### src/rtl/config_pkg.sv
// Shared core-configuration types used to parameterise CVA6 front-end blocks.
package config_pkg;

    typedef struct packed {
        int unsigned XLEN;
        int unsigned NrCommitPorts;
    } cva6_cfg_t;

    localparam cva6_cfg_t cva6_cfg_empty = '0;

endpackage

### src/rtl/decode_issue_buffer.sv
// Small first-word-fall-through queue between decode and issue that holds at
// most one control-flow instruction and remembers the last issued entry.
module decode_issue_buffer #(
    parameter config_pkg::cva6_cfg_t CVA6Cfg = config_pkg::cva6_cfg_empty,
    parameter type scoreboard_entry_t = logic,
    parameter int unsigned DEPTH = 2
) (
    input  logic                       clk_i,
    input  logic                       rst_ni,
    input  logic                       flush_i,
    input  scoreboard_entry_t          decoded_instr_i,
    input  logic [31:0]                orig_instr_i,
    input  logic                       is_ctrl_flow_i,
    input  logic                       decoded_instr_valid_i,
    output logic                       decoded_instr_ready_o,
    output scoreboard_entry_t          issue_instr_o,
    output scoreboard_entry_t          issue_instr_prev_o,
    output logic [31:0]                orig_instr_o,
    output logic                       is_ctrl_flow_o,
    output logic                       issue_instr_valid_o,
    input  logic                       issue_instr_ack_i,
    output logic [$clog2(DEPTH):0]     count_o
);

    localparam int unsigned PTR_W = $clog2(DEPTH);
    localparam int unsigned CNT_W = PTR_W + 1;

    scoreboard_entry_t  instr_mem [DEPTH];
    logic [31:0]        orig_mem  [DEPTH];
    logic               ctrl_mem  [DEPTH];

    logic [PTR_W-1:0]   rd_ptr;
    logic [PTR_W-1:0]   wr_ptr;
    logic [CNT_W-1:0]   count;
    logic               ctrl_pending;
    scoreboard_entry_t  prev_instr;

    logic               enq;
    logic               deq;
    logic               head_valid;

    assign head_valid            = (count != '0);
    assign decoded_instr_ready_o = (count < CNT_W'(DEPTH)) && !ctrl_pending;
    assign enq                   = decoded_instr_valid_i && decoded_instr_ready_o && !flush_i;
    assign deq                   = head_valid && issue_instr_ack_i && !flush_i;

    // Head is read straight from storage; an empty buffer presents all zeros.
    assign issue_instr_valid_o = head_valid;
    assign issue_instr_o       = head_valid ? instr_mem[rd_ptr] : '0;
    assign orig_instr_o        = head_valid ? orig_mem[rd_ptr]  : '0;
    assign is_ctrl_flow_o      = head_valid ? ctrl_mem[rd_ptr]  : 1'b0;
    assign issue_instr_prev_o  = prev_instr;
    assign count_o             = count;

    always_ff @(posedge clk_i) begin
        if (enq) begin
            instr_mem[wr_ptr] <= decoded_instr_i;
            orig_mem[wr_ptr]  <= orig_instr_i;
            ctrl_mem[wr_ptr]  <= is_ctrl_flow_i;
        end
    end

    always_ff @(posedge clk_i or negedge rst_ni) begin
        if (!rst_ni) begin
            rd_ptr       <= '0;
            wr_ptr       <= '0;
            count        <= '0;
            ctrl_pending <= 1'b0;
            prev_instr   <= '0;
        end else if (flush_i) begin
            rd_ptr       <= '0;
            wr_ptr       <= '0;
            count        <= '0;
            ctrl_pending <= 1'b0;
            prev_instr   <= '0;
        end else begin
            if (enq) begin
                wr_ptr <= wr_ptr + PTR_W'(1);
            end
            if (deq) begin
                rd_ptr     <= rd_ptr + PTR_W'(1);
                prev_instr <= instr_mem[rd_ptr];
            end
            case ({enq, deq})
                2'b10:   count <= count + CNT_W'(1);
                2'b01:   count <= count - CNT_W'(1);
                default: count <= count;
            endcase
            // Enqueue of a new branch is blocked while one is held, so set and clear never collide.
            if (deq && ctrl_mem[rd_ptr]) begin
                ctrl_pending <= 1'b0;
            end
            if (enq && is_ctrl_flow_i) begin
                ctrl_pending <= 1'b1;
            end
        end
    end

endmodule

### config.mk
export PLATFORM = sky130hd
export DESIGN_NAME = decode_issue_buffer
export DESIGN_NICKNAME = d
export VERILOG_FILES = /design/src/rtl/config_pkg.sv /design/src/rtl/decode_issue_buffer.sv
export SDC_FILE = /design/constraint.sdc
export NUM_CORES = 1
export LEC_CHECK = 0
export CAP_MARGIN = 30
export CELL_PAD_IN_SITES_DETAIL_PLACEMENT = 1
export CELL_PAD_IN_SITES_GLOBAL_PLACEMENT = 2
export CORE_ASPECT_RATIO = 1.4
export CORE_MARGIN = 2
export CORE_UTILIZATION = 36
export CTS_CLUSTER_DIAMETER = 50
export CTS_CLUSTER_SIZE = 16
export DETAILED_ROUTE_END_ITERATION = 10
export PLACE_DENSITY_LB_ADDON = 0.1
export SLEW_MARGIN = 40
export SYNTH_ARGS = -nofsm -noshare
export SYNTH_HDL_FRONTEND = slang
export SYNTH_SLANG_ARGS = --single-unit
### constraint.sdc
create_clock -name clk_i -period 7.7 [get_ports clk_i]
set_input_delay 1.54 -clock clk_i [delete_from_list [all_inputs] [get_ports clk_i]]
set_output_delay 1.54 -clock clk_i [all_outputs]
set_load 0.01 [all_outputs]
==> reports/qor.yml, run 1 <==
num-fill-cells: 771
grt_pass1_vias: 1840
r2r_slack_ns: 5.54
crit_start: "rd_ptr"
holdWs_ns: 0.602
criticalPathCategory: "reg -> out"
drive_above_1_share_pct: 8.78
rr_endpoint: "orig_mem[0][9]"
dieArea_um2: 8750
yosys_warnings: 0
die-width_um: 79.6
die_h_um: 110
synth_cell_types: 26
path_clk_slew_ns: 0.07
report.final.hold_viol_count: 0
syn_avg_cell_area_um2: 16.5
place.gp.congestion: 0.769
hp-class: "reg -> reg"
cts_root_buf: "clkbuf_8"
via_per_inst: 4.64
power.share.clock_pct: 34.3
design_area_um2: 3990
cts_hold_buf: 0
dp_slack_ns: 3.97
cts_tree: "done"
post-route-period-util_pct: 47.3
synthCells: 175
dpl.hpwl_um: 3880
final.setup.tns_ns: 0
seq_area_frac_synth_pct: 76.0
ir_worst_vdd_v: 0.000136
place_inst: 346
drt_iter0_drc: 59
wirelength_um: 5880
clock_sinks: 74
vias: 1681
r2r_cells: 3
setup_viol: 0
end_kind: "primary output"
cp.arrival_ns: 2.10
required_ns: 6.16
period_needed_ns: 3.64
comb_power_share_pct: 13.5
finalPower_mw: 0.909
ff_latch_area_um2: 2200
areaGrowthSynthToFinish_pct: 38.3
grt.total_usage_pct: 14.6
gr-total-overflow: 0
synth_area_um2: 2880
cp-start-kind: "flip-flop"
p_leak_nw: 1.32
min_path_cells: 1
worstMarginPinSlew_ns: 0.607
clk_latency_ns: 0.34
grt_pass1_wl_um: 9140
pin_count: 78
fmax_mhz: 275
grt_max_degree: 36
rows: 38
drv_cap: 0
final_nets: 296
intPower_mw: 0.707
finClkSkew_ns: 0.00417
utilization_pct: 51.5
slew_violations: 0
antenna_found_initial: 0
rsz0062_at_grt: "false"
hold_start: "ctrl_pending"
p_sw_mw: 0.201
relSlewSlack_pct: 59.5
coreArea_um2: 7750
clk_path_buf_depth: 2
h-tree-depth: 3
hold_end: "ctrl_pending"
initial_core_util_pct: 37.2
wl_per_cell_um: 16.3
detailedRoute.firstPassIterationCount: 4
n_antenna_cell: 0
multi_input_area_um2: 642
cts_resized: 0
cts_buffers: 9
drcViolationCount: 0
postPlaceCellArea_um2: 3780
syn_nets: 214
layout_setup_ws_ns: 4.06
seq_power_share_pct: 52.2
cp_max_fo: 35
antenna_left: 0
post_cts_buffers: 0
p_per_area_nw_per_um2: 228
instances_no_fill: 362
p_sw_share_pct: 22.2
synth-seq-cells: 74
r2r_start: "count_o[1]"
outcome: "complete, no violations"
numPortBuffers: 77
registers in the layout (all words and copies together) (netlist names):
name,flops
ctrl_pending,1
ctrl_mem,2
count_o,2
rd_ptr,1
instr_mem,2
issue_instr_prev_o,1
orig_mem,64
wr_ptr,1
critical path, stage by stage (launching register included):
cell and delay (ns):
dfrtp_4 0.83, mux2i_1 0.37, nor2_1 0.08, clkdlybuf4s50_1 0.48
cells in the final DEF, fill, tap and decap left out, types with 2 or more instances in the layout:
cell type        synthesis  layout
a21oi_1                  2       2
bufinv_16                0       2
clkbuf_8                 0       9
clkdlybuf4s50_1          0      77
clkinv_1                 0       3
clkinv_2                 1       2
dfrtp_1                  6       5
edfxtp_1                68      68
inv_1                    2       2
mux2i_1                 34      34
nor2_1                  38      38
kinds of logic after synthesis:
logic type	count (synthesis)	synth area share, %
AO/OA/AOI/OAI	10	2.56
XOR/XNOR	2	0.607
buffers and inverters	11	2.04
flip-flops	74	76.0
multiplexers	34	11.8
AND/OR/NAND/NOR	44	6.99
cell usage after synthesis:
master | n | area [µm²]
a211oi_1 | 1 | 7.51
nor3b_4 | 1 | 18.8
nor2_4 | 1 | 11.3
a21oi_2 | 1 | 8.76
nor3b_1 | 1 | 7.51
a21oi_1 | 2 | 10.0
xor2_1 | 1 | 8.76
nand4b_1 | 1 | 8.76
a31oi_1 | 1 | 6.26
o21ai_1 | 1 | 5.00
buf_4 | 3 | 22.5
mux2i_1 | 34 | 340
a311oi_1 | 1 | 8.76
o21ai_0 | 1 | 5.00
a21o_1 | 1 | 7.51
buf_1 | 1 | 3.75
clkinv_2 | 1 | 5.00
xnor2_1 | 1 | 8.76
nand2_1 | 1 | 3.75
and3b_1 | 1 | 8.76
a311oi_2 | 1 | 15.0
nor2_1 | 38 | 143
edfxtp_1 | 68 | 2040
dfrtp_1 | 6 | 150
inv_1 | 2 | 7.51
buf_2 | 4 | 20.0
how the worst max path moves through the flow:
stage | to | slack, ns | cells after the start
after floorplan | ctrl_mem[0] | 2.88 | 2
after global placement | orig_mem[0][28] | 4.10 | 4
after detailed placement | orig_mem[0][26] | 3.97 | 4
after CTS | issue_instr_o | 4.01 | 3
after global routing | issue_instr_o | 3.91 | 3
final | issue_instr_o | 4.06 | 3
power by group through the flow:
stage	Sequential, mW	Clock, mW	Combinational, mW
after floorplan	0.474	0	0.0606
after global placement	0.482	0	0.120
after detailed placement	0.483	0	0.125
after CTS	0.475	0.320	0.126
after global routing	0.476	0.336	0.134
final	0.474	0.312	0.123
routing by layer:
metal	up-vias	share of wire, %	GRT usage, %
met5	-	0	0
met4	0	2.2	9.24
met3	10	4.5	2.96
met2	55	54	25.4
met1	803	39	16.2
li1	813	-	-
cell type report:
| type | instances | area share [%] |
|---|---|---|
| Clock buffer | 9 | 3.11 |
| Inverter | 3 | 0.314 |
| Tap cell | 100 | 3.14 |
| Clock inverter | 7 | 2.10 |
| Multi-Input combinational cell | 90 | 16.1 |
| Timing Repair Buffer | 79 | 20.2 |
| Sequential cell | 74 | 55.1 |
No activity file was read; power rests on OpenSTA's default activity.
==> run 2: changes to the inputs <==
CORE_UTILIZATION = 33   (was 36)
clock period = 3.56 ns   (was 7.7 ns; I/O delays follow)
==> reports/qor.yml, run 2 (synthesis gave the netlist of run 1 again) <==
outcome: "complete, no violations"  # unchanged
cts_tree: "done"  # unchanged
mostFrequentLayoutCell: "clkdlybuf4s50_1"  # unchanged
clock_sinks: 74  # unchanged
place.gp.congestion: 0.677  # was 0.769
p_per_area_nw_per_um2: 542  # was 228 nW/µm²
cts_resized: 0  # unchanged
final_cell_mix: "clkdlybuf4s50_1 (77), edfxtp_1 (68), nor2_1 (38)"  # unchanged
pin_count: 78  # unchanged
rsz0062_at_grt: "false"  # unchanged
r2r_slack_ns: 1.64  # was 5.54 ns
die_h_um: 115  # was 110 µm
h-tree-depth: 3  # unchanged
cts_hold_buf: 0  # unchanged
post-route-period-util_pct: 80.8
drcViolationCount: 0  # unchanged
grt_pass1_vias: 1811  # was 1840
cp-start-kind: "flip-flop"  # unchanged
drv_cap: 0  # unchanged
finClkSkew_ns: 0.00528  # was 0.00417 ns
clk_path_buf_depth: 2  # unchanged
grt_pass1_wl_um: 9080  # was 9140 µm
drt_iter0_drc: 57  # was 59
place_inst: 355  # was 346
end_kind: "primary output"  # unchanged
num-fill-cells: 833  # was 771
criticalPathCategory: "reg -> out"  # unchanged
vias: 1720  # was 1681
grt.total_usage_pct: 12.9  # was 14.6%
path_clk_slew_ns: 0.06  # was 0.07 ns
post_cts_buffers: 0  # unchanged
hp-class: "reg -> reg"  # unchanged
relSlewSlack_pct: 56.6  # was 59.5%
via_per_inst: 4.64  # about the same
final_nets: 300  # was 296
wl_per_cell_um: 15.5  # was 16.3 µm
cts_root_buf: "clkbuf_16"  # was clkbuf_8
detailedRoute.firstPassIterationCount: 3  # was 4
initial_core_util_pct: 33.7  # was 37.2%
rows: 40  # was 38
critPathSlowestCell: "dfrtp_2"  # was dfrtp_4
top_register: "orig_mem"  # unchanged
cts_buffers: 9  # unchanged
final.setup.tns_ns: 0  # unchanged
required_ns: 2.85  # was 6.16 ns
period_needed_ns: 2.88
antenna_found_initial: 0  # unchanged
max_stage_delay_ns: 0.79  # was 0.83 ns
p_leak_nw: 1.39  # was 1.32 nW
die-width_um: 83.0  # was 79.6 µm
finalPower_mw: 2.24  # was 0.909 mW
path_cells: "buf_12, mux2i_1, nor2_1, clkdlybuf4s50_1"  # was mux2i_1, nor2_1, clkdlybuf4s50_1
report.final.hold_viol_count: 0  # unchanged
grt_max_degree: 24  # was 36
ir_worst_vdd_v: 0.000287  # was 0.000136 V
gr-total-overflow: 0  # unchanged
dieArea_um2: 9510  # was 8750 µm²
cp.arrival_ns: 2.17  # was 2.10 ns
slew_violations: 0  # unchanged
holdWs_ns: 0.592  # was 0.602 ns
setup_viol: 0  # unchanged
cp_max_fo: 21  # was 35
fmax_mhz: 347
coreArea_um2: 8560  # was 7750 µm²
areaGrowthSynthToFinish_pct: 43.2  # was 38.3%
dpl.hpwl_um: 3850  # was 3880 µm
instances_no_fill: 371  # was 362
worstMarginPinSlew_ns: 0.651  # was 0.607 ns
largest_reg_flops: 64  # unchanged
critPathBufInv: 2  # was 1
n_antenna_cell: 0  # unchanged
clk_latency_ns: 0.33  # was 0.34 ns
numPortBuffers: 77  # unchanged
drive_above_1_share_pct: 11.3  # was 8.78%
cp_top_family: "buffers and inverters"  # was flip-flops
wirelength_um: 5760  # was 5880 µm
antenna_left: 0  # unchanged
run 2: where the power goes:
| part | switching, mW | internal, mW |
|---|---|---|
| clock network | 0.337 | 0.611 |
| logic | 0.120 | 0.153 |
| registers | 0.0263 | 0.992 |
| total | 0.484 | 1.76 |
run 2: path summary, 6_finish.rpt:
| path | startpoint | to | cells past startpoint |
|---|---|---|---|
| hold reg to reg | issue_instr_prev_o | issue_instr_prev_o | 2 |
| setup reg to reg | count_o[1] | orig_mem[1][21] | 3 |
| max in group asynchronous | rst_ni | rd_ptr | 1 |
| setup / recovery | rd_ptr | orig_instr_o[19] | 4 |
| min in group asynchronous | rst_ni | issue_instr_prev_o | 1 |
| hold / removal | issue_instr_prev_o | issue_instr_prev_o | 2 |
run 2: routing by layer:
| metal | GRT usage [%] | share of wire (%) | up-vias |
|---|---|---|---|
| li1 | - | - | 823 |
| met1 | 14.9 | 42 | 833 |
| met2 | 21.4 | 51 | 54 |
| met3 | 3.60 | 4.6 | 10 |
| met4 | 7.87 | 2.7 | 0 |
| met5 | 0 | 0 | - |
run 2: stage by stage:
stage	setup WS (ns)	cell area, µm²	utilization [%]
after detailed placement	0.908	3810	44.5
after global placement	0.949	3810	44.5
after global routing	0.558	4130	48.3
final	0.682	4130	48.3
after floorplan	0.778	2890	-
after CTS	0.620	4130	48.3
run 2: final cells by class:
type / instances / area (µm²) / area share, %
multi-input combinational: 90 / 646 / 15.6
clock inverter: 7 / 93.8 / 2.27
inverter: 3 / 12.5 / 0.303
tap: 105 / 131 / 3.18
sequential: 74 / 2190 / 53.1
clock buffer: 9 / 225 / 5.45
timing repair buffer: 83 / 828 / 20.1
run 2: worst min-delay path, cell delays in order (launching register included):
cell	delay, ns
dfrtp_1	0.38
a21oi_2	0.12
a311oi_2	0.05
==> run 3: changes to the inputs <==
CORE_UTILIZATION = 30   (was 33)
clock period = 2.5 ns   (was 3.56 ns; I/O delays follow)
==> reports/qor.yml, run 3 (synthesis gave the netlist of run 1 again) <==
vias: 1716  # was 1720
n_antenna_cell: 0  # unchanged
worstMarginPinSlew_ns: 0.363  # was 0.651 ns
criticalPathCategory: "reg -> out"  # unchanged
h-tree-depth: 3  # unchanged
drcViolationCount: 0  # unchanged
die_h_um: 120  # was 115 µm
via_per_inst: 4.50  # was 4.64
wl_per_cell_um: 15.3  # was 15.5 µm
slew_violations: 0  # unchanged
drt_iter0_drc: 80  # was 57
r2r_slack_ns: 0.77  # was 1.64 ns
clock_sinks: 74  # unchanged
dpl.hpwl_um: 4100  # was 3850 µm
largest_reg_flops: 64  # unchanged
setup_viol: 0  # unchanged
rr_endpoint: "orig_mem[0][1]"  # was orig_mem[1][21]
initial_core_util_pct: 30.7  # was 33.7%
final.setup.tns_ns: 0  # unchanged
endpoint: "orig_instr_o[22]"  # was orig_instr_o[19]
post-route-period-util_pct: 94.4
grt_pass1_vias: 1822  # was 1811
path_clk_slew_ns: 0.05  # was 0.06 ns
fmax_mhz: 424
crit_cells: 4  # unchanged
die-width_um: 86.9  # was 83.0 µm
cp.arrival_ns: 1.86  # was 2.17 ns
p_leak_nw: 1.41  # was 1.39 nW
critPathBufInv: 2  # unchanged
hp-class: "in -> async"  # was reg -> reg
report.final.hold_viol_count: 0  # unchanged
antenna_left: 0  # unchanged
grt.total_usage_pct: 11.9  # was 12.9%
cp_top_family: "buffers and inverters"  # unchanged
required_ns: 2.00  # was 2.85 ns
r2r_start: "count_o[1]"  # unchanged
cts_buffers: 9  # unchanged
dieArea_um2: 10400  # was 9510 µm²
outcome: "complete, no violations"  # unchanged
max_stage_delay_ns: 0.57  # was 0.79 ns
critPathSlowestCell: "clkdlybuf4s50_1"  # was dfrtp_2
place.gp.congestion: 0.688  # was 0.677
place_inst: 364  # was 355
period_needed_ns: 2.36
numPortBuffers: 77  # unchanged
grt_pass1_wl_um: 9260  # was 9080 µm
cp_max_fo: 11  # was 21
cts_root_buf: "clkbuf_16"  # unchanged
num-fill-cells: 942  # was 833
rsz0062_at_grt: "false"  # unchanged
gr-total-overflow: 0  # unchanged
wirelength_um: 5820  # was 5760 µm
ir_worst_vdd_v: 0.000429  # was 0.000287 V
areaGrowthSynthToFinish_pct: 44.3  # was 43.2%
finClkSkew_ns: 0.00329  # was 0.00528 ns
top_register: "orig_mem"  # unchanged
drv_cap: 0  # unchanged
drive_above_1_share_pct: 12.5  # was 11.3%
clk_latency_ns: 0.32  # was 0.33 ns
mostFrequentLayoutCell: "clkdlybuf4s50_1"  # unchanged
instances_no_fill: 381  # was 371
r2r_cells: 3  # unchanged
cp-start-kind: "flip-flop"  # unchanged
final_cell_mix: "clkdlybuf4s50_1 (77), edfxtp_1 (68), nor2_1 (38)"  # unchanged
pin_count: 78  # unchanged
clk_path_buf_depth: 2  # unchanged
cts_tree: "done"  # unchanged
coreArea_um2: 9410  # was 8560 µm²
rows: 42  # was 40
grt_max_degree: 25  # was 24
relSlewSlack_pct: 75.8  # was 56.6%
final_nets: 306  # was 300
p_per_area_nw_per_um2: 736  # was 542 nW/µm²
end_kind: "primary output"  # unchanged
path_cells: "nor2_4, buf_4, nor2_1, clkdlybuf4s50_1"  # was buf_12, mux2i_1, nor2_1, clkdlybuf4s50_1
utilization_pct: 44.3  # was 48.3%
antenna_found_initial: 0  # unchanged
crit_start: "count_o[1]"  # was rd_ptr
detailedRoute.firstPassIterationCount: 4  # was 3
run 3: area by class of cell:
type                    count  area, µm²  area share, %
multi-input cells          90        646           15.5
flip-flops and latches     74       2190           52.7
well taps                 110        138           3.31
clock inverters             6       58.8           1.41
inverters                   3       12.5          0.301
clock buffers               9        225           5.41
repair buffers             89        890           21.4
run 3: metal layers:
metal  track usage (%)  wire length [µm]  share of wire (%)  vias to the layer above
met5                 0                 0                  0                        -
met4              4.69                84                1.4                        0
met3              4.33               334                5.7                        6
met2              18.6              2930                 50                       52
met1              15.0              2480                 43                      828
li1                  -                 -                  -                      830
run 3: power by group:
group	internal (mW)	switching, mW
combinational	0.233	0.188
clock	0.758	0.448
sequential	1.41	0.0242
total	2.40	0.660
run 3: timing repair:
action	CTS	global route
setup buffers	0	2
hold buffers	0	0
resized for setup	0	1
setup endpoints to repair	0	11
run 3: worst min path at each step:
stage,from,end,cells past startpoint
after floorplan,rst_ni,count_o[0],0
after global placement,ctrl_pending,ctrl_pending,1
after detailed placement,ctrl_pending,ctrl_pending,1
after CTS,rst_ni,wr_ptr,1
after global routing,rst_ni,wr_ptr,1
final,rst_ni,ctrl_pending,1
run 3: metrics by stage:
| step | hold WS (ns) | worst slack [ns] | instance area [µm²] | total power, mW |
|---|---|---|---|---|
| floorplan | 0.204 | 0.340 | 2900 | 1.65 |
| global placement | 0.565 | 0.302 | 3850 | 1.88 |
| detailed placement | 0.578 | 0.281 | 3850 | 1.88 |
| CTS | 0.421 | 0.00631 | 4130 | 3.10 |
| global route | 0.433 | 0.0494 | 4160 | 3.18 |
| finish | 0.422 | 0.139 | 4160 | 3.06 |
